$ cat config.mk
export PLATFORM = sky130hd
export DESIGN_NAME = ckpt_ctrl
export DESIGN_NICKNAME = d
export VERILOG_FILES = /design/src/rtl/ckpt_ctrl.sv
export SDC_FILE = /design/constraint.sdc
export NUM_CORES = 1
export LEC_CHECK = 0
export BUFFER_PORTS_ARGS = -buffer_cell sky130_fd_sc_hd__buf_2
export CELL_PAD_IN_SITES_DETAIL_PLACEMENT = 0
export CELL_PAD_IN_SITES_GLOBAL_PLACEMENT = 1
export CORE_ASPECT_RATIO = 1.1
export CORE_MARGIN = 3
export CORE_UTILIZATION = 38
export DETAILED_ROUTE_END_ITERATION = 10
export HOLD_SLACK_MARGIN = 0.1
export PLACE_DENSITY_LB_ADDON = 0.1
export SLEW_MARGIN = 20
export SYNTH_ARGS = -nofsm -noshare
export SYNTH_HDL_FRONTEND = slang
export SYNTH_SLANG_ARGS = --single-unit
export TNS_END_PERCENT = 30
$ cat constraint.sdc
create_clock -name clk -period 7.43 [get_ports clk]
set_input_delay 0.3715 -clock clk [delete_from_list [all_inputs] [get_ports clk]]
set_output_delay 0.3715 -clock clk [all_outputs]
set_load 0.01 [all_outputs]
$ cat src/rtl/ckpt_ctrl.sv
`default_nettype none
// ============================================================================
//  Module   : ckpt_ctrl
//  Purpose  : Checkpoint/restore copy engine on the CPU native memory bus.
//             Passes CPU traffic straight through while idle. On a start
//             pulse it lets any in-flight CPU transfer finish, takes the bus,
//             stalls the CPU and copies a block of 32-bit words
//             RAM->FRAM (checkpoint) or FRAM->RAM (restore), one read and
//             one write per word, then hands the bus back.
//  Revision : 1.0 - initial release
// ----------------------------------------------------------------------------
//  Parameters
//    RAM_BASE   byte address of word 0 of the RAM region
//    FRAM_BASE  byte address of word 0 of the FRAM region
//    CNT_BITS   width of the word count and word index
//  Ports
//    clk, reset                 clock, asynchronous active-high reset
//    cpu_mem_*  (valid/instr/addr/wdata/wstrb in, ready/rdata out)
//                               CPU side of the native memory port
//    mem_*      (valid/instr/addr/wdata/wstrb out, ready/rdata in)
//                               fabric side of the native memory port
//    ckpt_start                 pulse: start RAM->FRAM copy
//    rest_start                 pulse: start FRAM->RAM copy
//    xfer_words                 word count, sampled with the start pulse
//    busy                       engine owns or is acquiring the bus
//    done                       one-cycle pulse when the copy completes
// ============================================================================
module ckpt_ctrl #(
    parameter logic [31:0] RAM_BASE  = 32'h2000_0000,
    parameter logic [31:0] FRAM_BASE = 32'h1000_0000,
    parameter int unsigned CNT_BITS  = 16
) (
    input  logic                clk,
    input  logic                reset,

    // CPU side
    input  logic                cpu_mem_valid,
    input  logic                cpu_mem_instr,
    input  logic [31:0]         cpu_mem_addr,
    input  logic [31:0]         cpu_mem_wdata,
    input  logic [3:0]          cpu_mem_wstrb,
    output logic                cpu_mem_ready,
    output logic [31:0]         cpu_mem_rdata,

    // Fabric side
    output logic                mem_valid,
    output logic                mem_instr,
    output logic [31:0]         mem_addr,
    output logic [31:0]         mem_wdata,
    output logic [3:0]          mem_wstrb,
    input  logic                mem_ready,
    input  logic [31:0]         mem_rdata,

    // Engine control
    input  logic                ckpt_start,
    input  logic                rest_start,
    input  logic [CNT_BITS-1:0] xfer_words,
    output logic                busy,
    output logic                done
);

    typedef enum logic [2:0] {
        S_IDLE   = 3'd0,
        S_DRAIN  = 3'd1,
        S_RD     = 3'd2,
        S_RD_GAP = 3'd3,
        S_WR     = 3'd4,
        S_WR_GAP = 3'd5,
        S_DONE   = 3'd6
    } state_t;

    localparam logic [CNT_BITS-1:0] c_idx_zero = '0;
    localparam logic [CNT_BITS-1:0] c_idx_one  = {{(CNT_BITS-1){1'b0}}, 1'b1};

    state_t                r_state;
    logic                  r_dir_ckpt;   // 1: RAM->FRAM, 0: FRAM->RAM
    logic [CNT_BITS-1:0]   r_len;
    logic [CNT_BITS-1:0]   r_idx;
    logic [31:0]           r_data;
    logic                  r_busy;
    logic                  r_done;

    // Engine-side bus drive, held stable from request until mem_ready.
    logic                  r_eng_valid;
    logic [3:0]            r_eng_wstrb;
    logic [31:0]           r_eng_addr;

    logic [31:0]           w_src_base;
    logic [31:0]           w_dst_base;
    logic [31:0]           w_idx_off;
    logic                  w_pass;
    logic                  w_drain_ok;

    assign w_src_base = r_dir_ckpt ? RAM_BASE  : FRAM_BASE;
    assign w_dst_base = r_dir_ckpt ? FRAM_BASE : RAM_BASE;

    // Word index to byte offset; the address add wraps modulo 2^32.
    assign w_idx_off  = 32'({r_idx, 2'b00});

    // The CPU keeps the bus while idle and while its last transfer drains.
    assign w_pass     = (r_state == S_IDLE) || (r_state == S_DRAIN);

    // Drain finishes when the CPU has nothing outstanding, or when its
    // outstanding transfer completes in this very cycle.
    assign w_drain_ok = !cpu_mem_valid || mem_ready;

    // ------------------------------------------------------------------------
    // Control FSM. Engine bus requests are set up on entry to RD/WR so the
    // address/data/strobes are stable for the whole request.
    // ------------------------------------------------------------------------
    always_ff @(posedge clk or posedge reset) begin
        if (reset) begin
            r_state     <= S_IDLE;
            r_dir_ckpt  <= 1'b0;
            r_len       <= c_idx_zero;
            r_idx       <= c_idx_zero;
            r_data      <= 32'h0;
            r_busy      <= 1'b0;
            r_done      <= 1'b0;
            r_eng_valid <= 1'b0;
            r_eng_wstrb <= 4'h0;
            r_eng_addr  <= 32'h0;
        end else begin
            r_done <= 1'b0;
            case (r_state)
                S_IDLE: begin
                    if (ckpt_start || rest_start) begin
                        // Checkpoint wins when both pulses coincide.
                        r_dir_ckpt <= ckpt_start;
                        r_len      <= xfer_words;
                        r_idx      <= c_idx_zero;
                        r_busy     <= 1'b1;
                        r_state    <= S_DRAIN;
                    end
                end

                S_DRAIN: begin
                    if (w_drain_ok) begin
                        if (r_len != c_idx_zero) begin
                            r_eng_valid <= 1'b1;
                            r_eng_wstrb <= 4'h0;
                            r_eng_addr  <= w_src_base + w_idx_off;
                            r_state     <= S_RD;
                        end else begin
                            r_done  <= 1'b1;
                            r_state <= S_DONE;
                        end
                    end
                end

                S_RD: begin
                    if (mem_ready) begin
                        r_data      <= mem_rdata;
                        r_eng_valid <= 1'b0;
                        r_state     <= S_RD_GAP;
                    end
                end

                S_RD_GAP: begin
                    r_eng_valid <= 1'b1;
                    r_eng_wstrb <= 4'hF;
                    r_eng_addr  <= w_dst_base + w_idx_off;
                    r_state     <= S_WR;
                end

                S_WR: begin
                    if (mem_ready) begin
                        r_idx       <= r_idx + c_idx_one;
                        r_eng_valid <= 1'b0;
                        r_eng_wstrb <= 4'h0;
                        r_state     <= S_WR_GAP;
                    end
                end

                S_WR_GAP: begin
                    // r_idx already counts the word just written.
                    if (r_idx == r_len) begin
                        r_done  <= 1'b1;
                        r_state <= S_DONE;
                    end else begin
                        r_eng_valid <= 1'b1;
                        r_eng_wstrb <= 4'h0;
                        r_eng_addr  <= w_src_base + w_idx_off;
                        r_state     <= S_RD;
                    end
                end

                S_DONE: begin
                    r_busy  <= 1'b0;
                    r_state <= S_IDLE;
                end

                default: begin
                    r_busy      <= 1'b0;
                    r_eng_valid <= 1'b0;
                    r_state     <= S_IDLE;
                end
            endcase
        end
    end

    // ------------------------------------------------------------------------
    // Bus multiplexing. While the engine owns the bus the CPU sees no ready
    // and zero read data, so it simply holds its request.
    // ------------------------------------------------------------------------
    assign mem_valid     = w_pass ? cpu_mem_valid : r_eng_valid;
    assign mem_instr     = w_pass ? cpu_mem_instr : 1'b0;
    assign mem_addr      = w_pass ? cpu_mem_addr  : r_eng_addr;
    assign mem_wdata     = w_pass ? cpu_mem_wdata : r_data;
    assign mem_wstrb     = w_pass ? cpu_mem_wstrb : r_eng_wstrb;
    assign cpu_mem_ready = w_pass ? mem_ready     : 1'b0;
    assign cpu_mem_rdata = w_pass ? mem_rdata     : 32'h0;

    assign busy = r_busy;
    assign done = r_done;

endmodule
`default_nettype wire

# Word-level counts from Yosys, hierarchy flattened
# Index checks and enable logic that the tools add are counted.
[word_totals]
inputBits = 123
regBits = 107
wordCells = 88
output_inout_bits = 105
[classes]
bitwise_logic = 2
addsub = 3
n_reduce_logical = 20
n_eq_ne = 14
n_mux = 39
[op_table]
columns = ["cell", "n"]
rows = [
  ["32-bit 2-to-1 mux", 6],
  ["32-bit case mux with 3 select lines", 1],
  ["30-bit by 18-bit adder with 31-bit output", 2],
  ["30-bit 2-to-1 mux", 2],
  ["16-bit 2-to-1 mux", 2],
  ["16-bit case mux with 2 select lines", 1],
  ["4-bit 2-to-1 mux", 5],
  ["3-bit 2-to-1 mux", 6],
  ["3-bit case mux with 6 select lines", 1],
  ["16-bit by 1-bit adder with 16-bit output (second input constant)", 1],
  ["16-bit equality test", 1],
  ["4-bit case mux with 4 select lines", 1],
  ["16-bit nonzero test", 1],
  ["1-bit 2-to-1 mux", 11],
  ["5-bit AND reduction", 2],
  ["3-bit equality test (second input constant)", 3],
  ["2-bit inequality test (second input constant)", 4],
  ["4-bit AND reduction", 2],
  ["3-bit by 2-bit equality test with 1-bit output (second input constant)", 2],
  ["2-bit by 1-bit inequality test with 1-bit output (second input constant)", 3],
  ["2-bit AND reduction", 3],
  ["1-bit case mux with 5 select lines", 1],
  ["5-bit OR reduction", 1],
  ["1-bit case mux with 2 select lines", 2],
  ["10 further kinds", 14],
]

# Depth between registers and ports, before layout
# Gate-level depths: netlist of the first run.
[logic_depth]
ltp_word = 5
mapped_depth = 10
depth_no_buf = 6

# Worst setup path before layout of the first run
# Ideal clock, no wire load.
[synth_timing]
path_type = "register -> register"
start = "register r_idx[5]"
end = "register r_eng_addr[2]"
synth_period_minus_slack_ps = 2373
path_stages_with_launch = 11
setup_slack_ps = 5057
t_required_ps = 7305
setup_time_ps = 125
n_path_buf = 4
arrival_time_ps = 2248
cell_sequence = "dfrtp_1 -> buf_6 -> xor2_1 -> nor4_1 -> nand4_1 -> or4_1 -> buf_2 -> and4_4 -> buf_6 -> buf_12 -> mux2_4"
[synth_between]
elab_chain_cells = 3
[synth_lines]
columns = ["element", "line_no", "text"]
rows = [
  ["from (decl)", "78", "logic [CNT_BITS-1:0] r_idx;"],
  ["from (signal assigned)", "116", "r_idx <= c_idx_zero;"],
  ["from (signal assigned)", "131", "r_idx <= c_idx_zero;"],
  ["from (signal assigned)", "168", "r_idx <= r_idx + c_idx_one;"],
  ["16-bit equality test", "177", "if (r_idx == r_len) begin"],
  ["2-bit inequality test (no source line)", "--", ""],
  ["4-bit AND reduction (no source line)", "--", ""],
  ["to (signal assigned)", "142", "r_eng_addr <= w_src_base + w_idx_off;"],
  ["to (signal assigned)", "162", "r_eng_addr <= w_dst_base + w_idx_off;"],
  ["to (signal assigned)", "183", "r_eng_addr <= w_src_base + w_idx_off;"],
  ["to (decl)", "86", "logic [31:0] r_eng_addr;"],
]
# No other way between the ends.
# A chain may end at the register's enable or synchronous reset.

# Worst setup path in the final report of the first run
[layout_timing]
start = "register r_state[1]"
end = "output port mem_wdata[17]"
[layout_between]
elab_chain_cells = 3
elab_cells_between_ends = 4
cone_classes = "eq/ne: 1; mux: 1; reduce/logical: 2"
[layout_lines]
columns = ["element", "line_no", "text"]
rows = [
  ["from (decl)", "75", "state_t r_state;"],
  ["from (signal assigned)", "113", "r_state <= S_IDLE;"],
  ["from (signal assigned)", "133", "r_state <= S_DRAIN;"],
  ["from (signal assigned)", "143", "r_state <= S_RD;"],
  ["3-bit by 1-bit equality test with 1-bit output / 3-bit zero test (equally long branches)", "101", "assign w_pass = (r_state == S_IDLE) || (r_state == S_DRAIN);"],
  ["1-bit logical OR (*)", "101", ""],
  ["32-bit 2-to-1 mux (*)", "209", "assign mem_wdata = w_pass ? cpu_mem_wdata : r_data;"],
  ["to (decl)", "49", "output logic [31:0] mem_wdata,"],
]
# Mark *: on every way between the ends. The rest lies on a longest branch, timed or not.

==> results of run 1 <==
area by class of cell:
type | count | share of cell area, %
multi-input cells | 304 | 38.5
clock buffers | 9 | 3.51
inverters | 5 | 0.312
repair buffers | 231 | 18.2
clock inverters | 7 | 1.44
well taps | 154 | 3.00
flip-flops and latches | 90 | 35.1
final timing paths:
check                              start             to  slack (ns)  depth (start not counted)
setup / recovery              r_state[1]  mem_wdata[17]        4.16                          4
hold / removal                     reset      r_data[6]         0.1                          2
setup reg to reg              r_state[2]  r_eng_addr[9]        4.86                          6
hold reg to reg                     busy           busy        0.48                          1
max in group asynchronous          reset      r_data[3]        6.21                          3
min in group clk           xfer_words[3]       r_len[3]        0.27                          2
where the power goes:
group	total, uW	internal [uW]	switching [uW]
clock	484	295	190
sequential	811	657	154
combinational	1140	595	549
per-layer routing:
| metal | up-vias | GRT usage [%] | part of all wire, % |
|---|---|---|---|
| li1 | 1903 | - | - |
| met1 | 1876 | 21.9 | 38 |
| met2 | 124 | 35.0 | 54 |
| met3 | 14 | 3.89 | 6.0 |
| met4 | 0 | 4.68 | 1.1 |
| met5 | - | 0 | 0 |
Yosys cell counts:
master / instances / share of area, %
a221oi_1: 1 / 0.18
nor2b_1: 2 / 0.26
o21ai_0: 13 / 1.3
buf_12: 1 / 0.41
o21a_1: 2 / 0.31
mux2_2: 105 / 24
buf_6: 2 / 0.46
xnor2_1: 3 / 0.54
a21o_1: 2 / 0.31
a22o_1: 1 / 0.18
a21boi_0: 1 / 0.15
nand3_1: 6 / 0.62
nor4_1: 7 / 0.90
nand3b_1: 1 / 0.15
nand4_1: 7 / 0.90
nor2_1: 19 / 1.5
ha_1: 1 / 0.26
or4_1: 1 / 0.15
nor3b_1: 1 / 0.15
nand2_1: 25 / 1.9
and2_1: 48 / 6.2
dfrtp_1: 90 / 46
buf_1: 6 / 0.46
and4_4: 1 / 0.23
a211o_1: 1 / 0.18
clkbuf_1: 18 / 1.4
and3_1: 5 / 0.64
inv_1: 5 / 0.39
a21oi_1: 7 / 0.72
o2bb2ai_1: 1 / 0.18
nand2b_1: 1 / 0.13
and4_1: 2 / 0.36
buf_2: 1 / 0.10
nor3_1: 3 / 0.31
mux2_4: 8 / 2.5
o21bai_1: 1 / 0.15
xor2_1: 25 / 4.5
or3_1: 2 / 0.26
nor4b_1: 1 / 0.18
layout by cell type (no fill, tap or decap), types with 2 or more instances in the layout:
cell,Yosys,final
mux2_4,8,8
nand3_1,6,6
buf_2,1,227
nor2b_1,2,2
a21o_1,2,2
xor2_1,25,25
nor4_1,7,7
bufinv_16,0,2
and2_1,48,48
o21a_1,2,2
mux2_2,105,105
inv_1,5,4
o21ai_0,13,13
clkbuf_16,0,9
clkinv_2,0,4
xnor2_1,3,3
or3_1,2,2
a21oi_1,7,7
nand4_1,7,7
and3_1,5,5
dfrtp_1,90,90
nor3_1,3,3
and4_1,2,2
nand2_1,25,25
buf_4,0,4
nor2_1,19,18
metrics by stage:
step	cell area [sq um]	power, uW	std cells	setup WS (ns)
after floorplan	4870	1590	427	4.72
after global placement	6100	1960	784	4.61
after detailed placement	6100	1990	784	4.49
after CTS	6420	2480	800	4.11
after global routing	6420	2610	800	3.96
final	6420	2440	800	4.16
registers in the layout (all words and copies together), names as in the netlist:
name and flops:
busy 1, r_eng_valid 1, r_idx 16, r_data 32
r_len 16, r_eng_addr 18, r_state 3, r_dir_ckpt 1
r_eng_wstrb 1, done 1
kinds of logic (layout without fill, tap and decap cells):
logic type,count (synthesis),in the layout,synth area share [%]
compound gates,30,30,3.70
simple gates,132,132,14.8
mux,113,113,26.7
flops,90,90,46.2
xor+xnor,28,28,5.04
fa+ha+maj,1,1,0.257
buf+inv,33,252,3.21
==> results.cfg, run 1 <==
[critical_path]
crit_buf_inv = 2
cp_slowest_stage_delay_ns = 0.73
cp-end-kind = output pin
start_kind = flop
slowest_stage = nor2_4
path_class = reg2out
critical_path_peak_fanout = 74
required_ns = 7.06
path_cells = nor2_4, buf_4, mux2_2, buf_2
cp_top_family = buffers and inverters
arrival_ns = 2.90

[run]
cap_violations = 0

[route]
first_pass_iters = 4
dr.first_iter.drc_count = 119
drtAntennaViolNets = 0
viasPerCell = 4.90
vias = 3917
wirelength_mm = 13.7
drc = 0
wl_per_cell_um = 17.1

[global_routing]
grt_pass1_wl_mm = 21.3
grt_pass1_vias = 3833
grtUsageTotal_pct = 18.9
antenna_found_initial = 0
grt_max_degree = 75
grt_overflow = 0

[die]
initial_core_util_pct = 39.6
pin_count = 228
die_area_sq_um = 14200
design.core.area_sq_um = 12300
rows = 42
fp.dieW_um = 114
die_h_um = 125

[sta]
finalSetupViolations = 0
finalCritPeriodShare_pct = 44.0
worst_pin_slew_ns = 0.823
slew_viol_final = 0
fin_worst_skew_ns = 0.00795
finalSetupTns_ns = 0
rsz0062_at_grt = no
finalHoldViolCount = 0
fin_hold_ws_ns = 0.0969
finalCriticalPeriod_ns = 3.27
max_clock_freq_mhz = 306
max-slew-margin-rel_pct = 45.0

[finish]
insertedDiodeCount = 0
synthToLayoutAreaGrowth_pct = 31.8
drive_above_1_share_pct = 56.2
multi_input_area_sq_um = 2470
n_fill_cell = 1159
nNetsFinal = 765
final_core_util_pct = 52.2
ff_latch_area_sq_um = 2250

[worst_hold_path]
hp-class = in2async

[outcome]
status = complete, no violations

[clocking]
cts_tree = yes
postCtsSetupRepairBufs = 0
cts_hold_buf = 0
worstSkewPairLatency_ns = 0.34
cts_sinks = 90
cts-htree-levels = 3
cts_root_buf = clkbuf_16
clkTransAtPathRegs_ns = 0.06
cts-buffers-inserted = 9
cts.path.max_buffers = 2
post_cts_resized = 0

[synth]
ys_ff_latch = 90
synthesis.nets = 551
ys_seq_area_share_pct = 46.2
synthDistinctLibCells = 39
avgSynthCellArea_sq_um = 11.4
syn_area_sq_um = 4870
synth_cells = 427
ys_warn_count = 0

[pwr]
ir_drop_mv = 0.170
p_leak_uw = 0.00327
power_density_nw_per_um2 = 380

[placement]
dp_hpwl_mm = 10.8
io_buffers = 227
gp_congestion = 0.800
Note: power is estimated with default switching activity, not from simulation.
==> run 2, diff against run 1 <==
--- a/config.mk
+++ b/config.mk
@@ -10,7 +10,7 @@
 export CELL_PAD_IN_SITES_GLOBAL_PLACEMENT = 1
 export CORE_ASPECT_RATIO = 1.1
 export CORE_MARGIN = 3
-export CORE_UTILIZATION = 38
+export CORE_UTILIZATION = 32
 export DETAILED_ROUTE_END_ITERATION = 10
 export HOLD_SLACK_MARGIN = 0.1
 export PLACE_DENSITY_LB_ADDON = 0.1
==> constraint.sdc (replaced) <==
create_clock -name clk -period 3 [get_ports clk]
set_input_delay 0.15 -clock clk [delete_from_list [all_inputs] [get_ports clk]]
set_output_delay 0.15 -clock clk [all_outputs]
set_load 0.01 [all_outputs]
==> results.cfg, run 2 (synthesis results as in run 1) <==
[outcome]
status = complete, no violations

[route]
wl_per_cell_um = 15.3
wirelength_mm = 13.6
viasPerCell = 4.58
vias = 4089
drc = 0
dr.first_iter.drc_count = 160
drtAntennaViolNets = 0
first_pass_iters = 6

[sta]
finalHoldViolCount = 0
slew_viol_final = 0
rsz0062_at_grt = no
max_clock_freq_mhz = 391
finalCritPeriodShare_pct = 85.2
worst_pin_slew_ns = 0.727
finalSetupViolations = 0
max-slew-margin-rel_pct = 51.5
finalSetupTns_ns = 0
fin_worst_skew_ns = 0.00728
finalCriticalPeriod_ns = 2.55

[die]
initial_core_util_pct = 33.2
die_h_um = 135
pin_count = 228
die_area_sq_um = 16700
rows = 46
design.core.area_sq_um = 14700
fp.dieW_um = 124

[finish]
top_regs = r_data x32, r_eng_addr x18
mostFrequentLayoutCell = buf_2
nNetsFinal = 818
synthToLayoutAreaGrowth_pct = 44.1
layout_common_cells = buf_2 (227), mux2_2 (105), dfrtp_1 (90)
design_area_sq_um = 7020
drive_above_1_share_pct = 52.1
top_register = r_data
largest_reg_flops = 32

[critical_path]
cp_top_family = simple AND/OR/NAND/NOR gates
path_cells = inv_1, nor4b_1, nand4_1, or4_1, and4_4, mux2_4
cp_slowest_stage_delay_ns = 0.58
arrival_ns = 2.77
start_kind = flop
path_class = reg2reg
cp-end-kind = flop
slowest_stage = dfrtp_1
crit_buf_inv = 1
required_ns = 3.22
critical_path_peak_fanout = 18

[placement]
dp_hpwl_mm = 10.4
io_buffers = 227
gp_congestion = 0.818
place_area_sq_um = 6190

[global_routing]
grt_pass1_vias = 3921
grt_max_degree = 106
antenna_found_initial = 1
grt_overflow = 0
grtUsageTotal_pct = 15.8
grt_pass1_wl_mm = 20.5

[clocking]
cts_sinks = 90
cts-htree-levels = 3
clkTransAtPathRegs_ns = 0.06
post_cts_resized = 0
cts-buffers-inserted = 9
cts.path.max_buffers = 2
cts_tree = yes
cts_root_buf = clkbuf_16
worstSkewPairLatency_ns = 0.34
postCtsSetupRepairBufs = 0
cts_hold_buf = 50

[pwr]
power_density_nw_per_um2 = 873
p_leak_uw = 0.00350
ir_drop_mv = 0.451

[worst_hold_path]
hp-class = in2reg

[run]
cap_violations = 0
run 2: through the flow:
step / instances / hold WS, ns / setup slack [ns] / util [%] / power [uW]
after floorplan: 427 / 0.290 / 0.515 / - / 3930
after global placement: 825 / 0.285 / 0.498 / 42.2 / 4930
after detailed placement: 825 / 0.298 / 0.442 / 42.2 / 4960
after CTS: 891 / 0.112 / 0.433 / 47.8 / 6240
after global routing: 891 / 0.137 / 0.269 / 47.8 / 6600
final: 892 / 0.123 / 0.445 / 47.8 / 6120
run 2: power breakdown:
group          switching, uW  internal (uW)
clock network            453            755
logic                   1430           1560
registers                298           1630
run 2: final cells by class:
cell class	count	area, sq um
clock buffer	12	246
timing repair buffer	284	1710
tap	192	240
multi-input combinational	304	2470
antenna	1	2.50
inverter	5	20.0
fill	1376	7660
sequential	90	2250
clock inverter	4	73.8
run 2: metal layers:
metal | wire length, um | track usage, % | vias up
li1 | - | - | 2012
met1 | 5600 | 19.0 | 1917
met2 | 6900 | 27.7 | 143
met3 | 934 | 3.05 | 15
met4 | 191 | 5.72 | 2
met5 | 13 | 0 | -
run 2: worst reg2reg max path, stage by stage (launching register included):
cell and delay [ns]:
dfrtp_1 0.58, inv_1 0.18, nor4b_1 0.32, nand4_1 0.13, or4_1 0.53, and4_4 0.36
mux2_4 0.33
run 2: path summary, 6_finish.rpt:
check	from	endpoint	slack (ns)	cells after the start
worst max-delay path	r_state[2]	r_eng_addr[2]	0.45	6
worst min-delay path	rest_start	r_dir_ckpt	0.12	3
worst max register to register	r_state[2]	r_eng_addr[2]	0.45	6
worst min register to register	busy	busy	0.47	1
max in group asynchronous	reset	r_eng_addr[10]	1.81	4
min in group asynchronous	reset	r_idx[5]	0.48	3
